<file path="src/rtl/ceres_reset_sequencer.sv">
// ceres_reset_sequencer: board reset sequencer with lock qualification, button debounce and staged release.
// Define CERES_RST_CAUSE_EN to build the sticky reset-cause register; otherwise rst_cause_o is tied to zero.
module ceres_reset_sequencer #(
  parameter int HOLD_CYCLES     = 16,
  parameter int CORE_DELAY      = 8,
  parameter int DEBOUNCE_CYCLES = 100000
) (
  input  logic       clk_i,
  input  logic       rst_i,
  input  logic       pll_locked_i,
  input  logic       btn_rst_i,
  input  logic       wdt_reset_i,
  input  logic       sw_reset_req_i,
  output logic       periph_rst_no,
  output logic       core_rst_no,
  output logic       rst_active_o,
  output logic [4:0] rst_cause_o,
  output logic [2:0] state_o
);
  typedef enum logic [2:0] {
    RESET      = 3'd0,
    WAIT_LOCK  = 3'd1,
    HOLD       = 3'd2,
    REL_PERIPH = 3'd3,
    RUN        = 3'd4
  } state_e;

  localparam int CW = $clog2((HOLD_CYCLES > CORE_DELAY ? HOLD_CYCLES : CORE_DELAY) + 1);
  localparam int DW = $clog2(DEBOUNCE_CYCLES + 1);
  localparam logic [CW-1:0] HOLD_LD = CW'(HOLD_CYCLES - 1);
  localparam logic [CW-1:0] CORE_LD = CW'(CORE_DELAY - 1);
  localparam logic [DW-1:0] DEB_MAX = DW'(DEBOUNCE_CYCLES - 1);

  state_e        state_q, state_d;
  logic [CW-1:0] cnt_q, cnt_d;
  logic [DW-1:0] deb_cnt_q, deb_cnt_d;
  logic [1:0]    lock_ff_q, lock_ff_d, btn_ff_q, btn_ff_d;
  logic          btn_deb_q, btn_deb_d;
  logic          periph_q, periph_d, core_q, core_d, active_q, active_d;
  logic          deb_mis, deb_flip;
  logic [3:0]    trig;

  always_comb begin
    lock_ff_d = {lock_ff_q[0], pll_locked_i};
    btn_ff_d  = {btn_ff_q[0], btn_rst_i};
    deb_mis   = btn_ff_q[1] != btn_deb_q;
    deb_flip  = deb_mis && deb_cnt_q == DEB_MAX;
    deb_cnt_d = deb_mis && !deb_flip ? deb_cnt_q + DW'(1) : '0;
    btn_deb_d = btn_deb_q ^ deb_flip;
    trig      = {sw_reset_req_i, wdt_reset_i, btn_deb_q, ~lock_ff_q[1]};
  end

  always_comb begin
    state_d  = state_q;
    cnt_d    = cnt_q;
    periph_d = periph_q;
    core_d   = core_q;
    case (state_q)
      RESET: begin
        state_d  = WAIT_LOCK;
        periph_d = 1'b0;
        core_d   = 1'b0;
      end
      WAIT_LOCK: if (lock_ff_q[1] && !btn_deb_q) begin
        state_d = HOLD;
        cnt_d   = HOLD_LD;
      end
      HOLD, REL_PERIPH, RUN: begin
        if (|trig) begin
          // lock loss must wait for relock; every other trigger restarts the hold window
          state_d  = trig[0] ? WAIT_LOCK : HOLD;
          cnt_d    = HOLD_LD;
          periph_d = 1'b0;
          core_d   = 1'b0;
        end else if (state_q != RUN) begin
          cnt_d = cnt_q - CW'(1);
          if (cnt_q == '0) begin
            state_d  = state_q == HOLD ? REL_PERIPH : RUN;
            cnt_d    = CORE_LD;
            periph_d = 1'b1;
            core_d   = state_q == REL_PERIPH;
          end
        end
      end
      default: state_d = RESET;
    endcase
    active_d = ~(periph_d & core_d);
  end

  always_ff @(posedge clk_i) begin
    if (rst_i) begin
      state_q   <= RESET;
      cnt_q     <= '0;
      deb_cnt_q <= '0;
      lock_ff_q <= '0;
      btn_ff_q  <= '0;
      btn_deb_q <= 1'b0;
      periph_q  <= 1'b0;
      core_q    <= 1'b0;
      active_q  <= 1'b1;
    end else begin
      state_q   <= state_d;
      cnt_q     <= cnt_d;
      deb_cnt_q <= deb_cnt_d;
      lock_ff_q <= lock_ff_d;
      btn_ff_q  <= btn_ff_d;
      btn_deb_q <= btn_deb_d;
      periph_q  <= periph_d;
      core_q    <= core_d;
      active_q  <= active_d;
    end
  end

`ifdef CERES_RST_CAUSE_EN
  logic [4:0] cause_q, cause_d;

  // causes accumulate within one episode; a trigger from RUN starts a fresh record
  always_comb
    cause_d = (state_q inside {HOLD, REL_PERIPH, RUN}) && |trig ?
              ({trig, 1'b0} | (state_q == RUN ? 5'd0 : cause_q)) : cause_q;

  always_ff @(posedge clk_i) begin
    if (rst_i) cause_q <= 5'b00001;
    else       cause_q <= cause_d;
  end

  assign rst_cause_o = cause_q;
`else
  assign rst_cause_o = 5'b00000;
`endif

  assign periph_rst_no = periph_q;
  assign core_rst_no   = core_q;
  assign rst_active_o  = active_q;
  assign state_o       = state_q;
endmodule

</file>
<file path="config.mk">
export PLATFORM = sky130hd
export DESIGN_NAME = ceres_reset_sequencer
export DESIGN_NICKNAME = d
export VERILOG_FILES = /design/src/rtl/ceres_reset_sequencer.sv
export SDC_FILE = /design/constraint.sdc
export NUM_CORES = 1
export LEC_CHECK = 0
export CORE_UTILIZATION = 50
export CTS_BUF_LIST = sky130_fd_sc_hd__clkbuf_4 sky130_fd_sc_hd__clkbuf_8 sky130_fd_sc_hd__clkbuf_16
export CTS_CLUSTER_DIAMETER = 30
export CTS_CLUSTER_SIZE = 8
export DETAILED_ROUTE_END_ITERATION = 8
export PLACE_DENSITY_LB_ADDON = 0.1
export RECOVER_POWER = 50
export SLEW_MARGIN = 15
export SYNTH_ARGS = -nofsm -noshare
export SYNTH_HDL_FRONTEND = slang
export SYNTH_SLANG_ARGS = --single-unit
export TNS_END_PERCENT = 100
</file>
<file path="constraint.sdc">
create_clock -name clk_i -period 2.05 [get_ports clk_i]
set_input_delay 0.41 -clock clk_i [delete_from_list [all_inputs] [get_ports clk_i]]
set_output_delay 0.41 -clock clk_i [all_outputs]
set_load 0.05 [all_outputs]
</file>
* Word level (Yosys, flattened, before mapping) *
Cells that the tools add are included.

operators by class
  add/subtract/negate cells = 2
  equal/unequal tests = 10
  muxes and demuxes = 20
  bitwise logic cells = 5
  reduce and logical (&&, ||, !) cells = 13

operator list
  operator               count
  $mux 5                 4
  $add 17x1->17 const B  1
  $eq 17x17->1 const B   1
  $mux 3                 5
  $pmux 5 s2             1
  $ne 3x3->1 const B     3
  $pmux 3 s3             1
  $eq 3x2->1 const B     2
  $mux 1                 6
  $reduce_and 3->1       2
  $logic_not 5->1        1
  $sub 5x1->5 const B    1
  $pmux 1 s2             2
  $reduce_or 4->1        1
  $eq 3x1->1 const B     1
  $eq 3x3->1 const B     1
  $logic_and 1x1->1      3
  $logic_not 3->1        1
  $not 1->1              3
  $reduce_or 3->1        1
  $logic_not 1->1        2
  $mux 2                 1
  $ne 2x2->1 const B     1
  $reduce_bool 2->1      1
  other kinds (4)        4

word-level totals
  flip-flop bits (word level) = 33
  input port bits = 6
  output and inout bits = 11
  word-level logic and storage cells = 59

* Longest topological paths before layout *
  depth in word-level cells = 7
  mapped depth = 7
  gate-level depth less buffers = 6

* Worst setup path before layout *
OpenSTA, ideal clock, no wires.

  path type = reg2reg
  from = register state_q[2], in the netlist state_o[2]
  to = register cnt_q[3]
  setup time = 0.130 ns
  arrival = 1.746 ns
  required time = 1.920 ns
  setup slack = 0.173 ns
  stages on the path, launching flop included = 6
  buffers on the path = 1
  clock period less this slack = 1.877 ns
  cells stage by stage = dfxtp_1 -> clkbuf_1 -> nor3b_1 -> a221o_1 -> nor2b_4 -> o22ai_2

between the ends
  word-level cells in the longest chain between the ends = 4
  elaborated cells on any way between the ends = 11
  classes of those cells = eq/ne: 7; mux: 1; reduce/logical: 3

ends and longest elaborated chain
  item                                                                     RTL line  source
  start, declared                                                          34        state_e state_q, state_d;
  start signal, assigned                                                   102       state_q <= state_d;
  $eq 3x2->1 / $eq 3x3->1 (equally long branches)                          58        case (state_q)
  $reduce_or 3->1                                                          58
  $ne 3x3->1 (no source line) / $reduce_bool 2->1 (equally long branches)  --
  $reduce_and 3->1 (no source line)                                        --
  end signal, assigned                                                     103       cnt_q <= cnt_d;
  end, declared                                                            35        logic [CW-1:0] cnt_q, cnt_d;

Several ways; a longest one is shown, not always the timed one.
A chain may end at the register's enable or synchronous reset.

* Worst setup path in the final report *
  from = input sw_reset_req_i
  to = register cnt_q[3]

between the ends
  word-level cells in the longest chain between the ends = 3
  elaborated cells on any way between the ends = 5
  classes of those cells = eq/ne: 1; mux: 2; reduce/logical: 2

ends and longest elaborated chain
  item                                                                    RTL line  source
  start, declared                                                         13        input logic sw_reset_req_i,
  $reduce_or 4->1 (*)                                                     69        if (|trig) begin
  $ne 3x3->1 (no source line) / $mux 5 (equally long branches)            --
  $reduce_and 3->1 (no source line) / $pmux 5 s2 (equally long branches)  --

Mark *: on every way between the ends. The rest lies on a longest branch, timed or not.

==> qor.yml <==
run_status:
  status: "completed"
grt:
  antenna_found_initial: 0
  grt_max_degree: 17
  grt_pass1_vias: 1199
  track_usage_pct: 20.5
  grt_pass1_wl_um: 5190
  overflow: 0
floorplanning:
  std_cell_rows: 20
  die_h_um: 58.9
  pin_count: 17
  fp.dieArea_um2: 3470
  start_util_pct: 53.0
  fp.coreArea_um2: 3050
  chipWidth_um: 58.9
route:
  routed_via_density: 5.47
  wire_per_inst_um: 12.8
  antenna_left: 0
  drtIter0Drc: 40
  drc_errors: 0
  drt_wl_total_um: 3140
  vias: 1346
  drt_first_pass_iters: 4
power_and_ir_drop:
  p_leak_nw: 0.630
  powerDensity_nw_per_um2: 870
  ir_drop_mv: 0.559
  finalPower_w: 0.00158
finish:
  design_area_um2: 1820
  num-fill-cells: 307
  seqCellArea_um2: 661
  fin_cells: 246
  fin_nets: 209
  area_delta_synth_final_pct: 12.5
  drive_gt1_share_pct: 8.42
  multi_input_area_um2: 887
  final_common_cell: "dfxtp_1"
  insertedDiodeCount: 0
  layout_common_cells: "dfxtp_1, nor2_1, a21oi_1"
clocking:
  clockBufferDepth: 2
  cts_resized: 0
  clk_latency_ps: 340
  post_cts_buffers: 0
  tritoncts_num_sinks: 33
  clkSlewWorstSetupHoldPaths_ps: 100
  htreeDepth: 2
  cts_made_buffers: 5
  postCtsHoldBufs: 0
  root_buffer: "clkbuf_4"
  cts_tree: "done"
worst_hold_path:
  min_to: "btn_ff_q[1]"
  worstHoldPathType: "reg -> reg"
  whs_path_depth: 1
  min-delay-start: "btn_ff_q[0]"
critical_path:
  critical-path-top-delay-family: "compound AO/OA/AOI/OAI gates"
  crit_slowest_cell: "or4b_1"
  ff2ff_path_depth: 6
  cpPeakStageDelay_ps: 550
  critPathKind: "in -> reg"
  endpoint_kind: "flop"
  reg2reg_slack_ps: 190
  cp_max_fo: 6
  crit_buf_inv: 1
  r2r-start: "cnt_q[0]"
  rr_endpoint: "state_o[0]"
  critPathRequiredTime_ps: 2260
  cp.arrival_ps: 2170
  cp_cell_sequence: "dlygate4sd3_1, or4b_1, a221o_1, o21ai_0, o22ai_2"
  worstSetupStartpointType: "input port"
placement:
  post-dp-hpwl_um: 2310
  placed_cell_area_um2: 1770
  placed_cells: 238
  numPortBuffers: 11
  place_congestion: 0.852
yosys:
  yosys.area.top_type: "dfxtp_1"
  syn_area_um2: 1620
  synthArstFlopShare_pct: 0
  syn_area_per_cell_um2: 8.74
  synth_top_area_share_pct: 40.8
  yosys_most_used_dff: "dfxtp_1"
  synthTopCellsByArea: "dfxtp_1, nor2_1, xor2_1, a21oi_1, xnor2_1"
  synth-seq-cells: 33
  yosysSeqAreaShare_pct: 40.8
  yosysWarnings: 0
  synth_cell_type_count: 48
  syn_inst: 185
  synth-edff-count: 0
sta:
  max_freq_mhz: 511
  setup_viol: 0
  tightest_slew_ps: 703
  fin_crit_sh_pct: 95.5
  period_needed_ps: 1960
  hold_viol: 0
  relSlewSlack_pct: 53.2
  skew_ps: 4.24
  rsz0062_at_grt: "no"
  drv_slew: 0
run:
  max_cap_violations: 0
## area by class of cell
type                    count  area share, %
clock buffers               7           3.57
clock inverters             1          0.275
inverters                   5           1.03
multi-input cells         139           48.7
flip-flops and latches     33           36.3
well taps                  44           3.02
repair buffers             17           7.08
## cells by family after synthesis
group | after synthesis | synth area share, %
XOR/XNOR | 14 | 7.58
flip-flops | 33 | 40.8
buffers and inverters | 17 | 5.26
AO/OA/AOI/OAI | 36 | 14.8
multiplexers | 2 | 1.24
other | 1 | 0.232
adder cells (fa/ha/maj) | 2 | 1.55
AND/OR/NAND/NOR | 80 | 28.5
## through the flow
step	utilization (%)	hold WS, ps	setup TNS [ps]	setup WS [ps]
after floorplan	-	414	0	173
after global placement	58.0	438	-117	-51.5
after detailed placement	58.0	436	-355	-101
after CTS	60.2	472	0	99.0
after global routing	59.6	480	0	17.1
final	59.6	466	0	91.8
## metal layers
metal,vias up,GRT usage (%),wire [um],part of all wire (%)
met5,-,0,0,0
met2,39,35.9,1610,51
li1,681,-,-,-
met3,8,7.91,172,5.5
met1,618,21.3,1270,41
met4,0,9.86,82,2.6
## sequential cells by signal, indices dropped and copies added, names as in the netlist, named ones only
signal         cells
btn_ff_q           2
cnt_q              5
core_rst_no        1
deb_cnt_q         17
lock_ff_q          2
periph_rst_no      1
rst_active_o       1
state_o            3
## synthesized netlist by cell type (all sizes together) (4+ instances only)
cell,instances
o21ai,7
nand2b,5
buf,7
nor2,21
nand2,8
nor4b,4
clkbuf,5
xor2,8
inv,5
nand3,5
a21oi,11
xnor2,6
nor2b,9
dfxtp,33
nand4,5
nor3,5
## how the worst max path moves through the flow
stage | startpoint | to | slack (ps) | cells after the start
after floorplan | state_o[2] | cnt_q[3] | 170 | 5
after global placement | sw_reset_req_i | cnt_q[3] | -50 | 5
after detailed placement | sw_reset_req_i | cnt_q[3] | -100 | 5
after CTS | core_rst_no | core_rst_no | 100 | 1
after global routing | sw_reset_req_i | state_o[0] | 20 | 6
final | sw_reset_req_i | cnt_q[3] | 90 | 5
## report_power, final
group          switching, W  total (W)  internal (W)
combinational      0.000263   0.000438      0.000175
sequential        0.0000468   0.000726      0.000679
clock              0.000222   0.000420      0.000199
total              0.000532    0.00158       0.00105
Note: power is estimated with default switching activity, not from simulation.
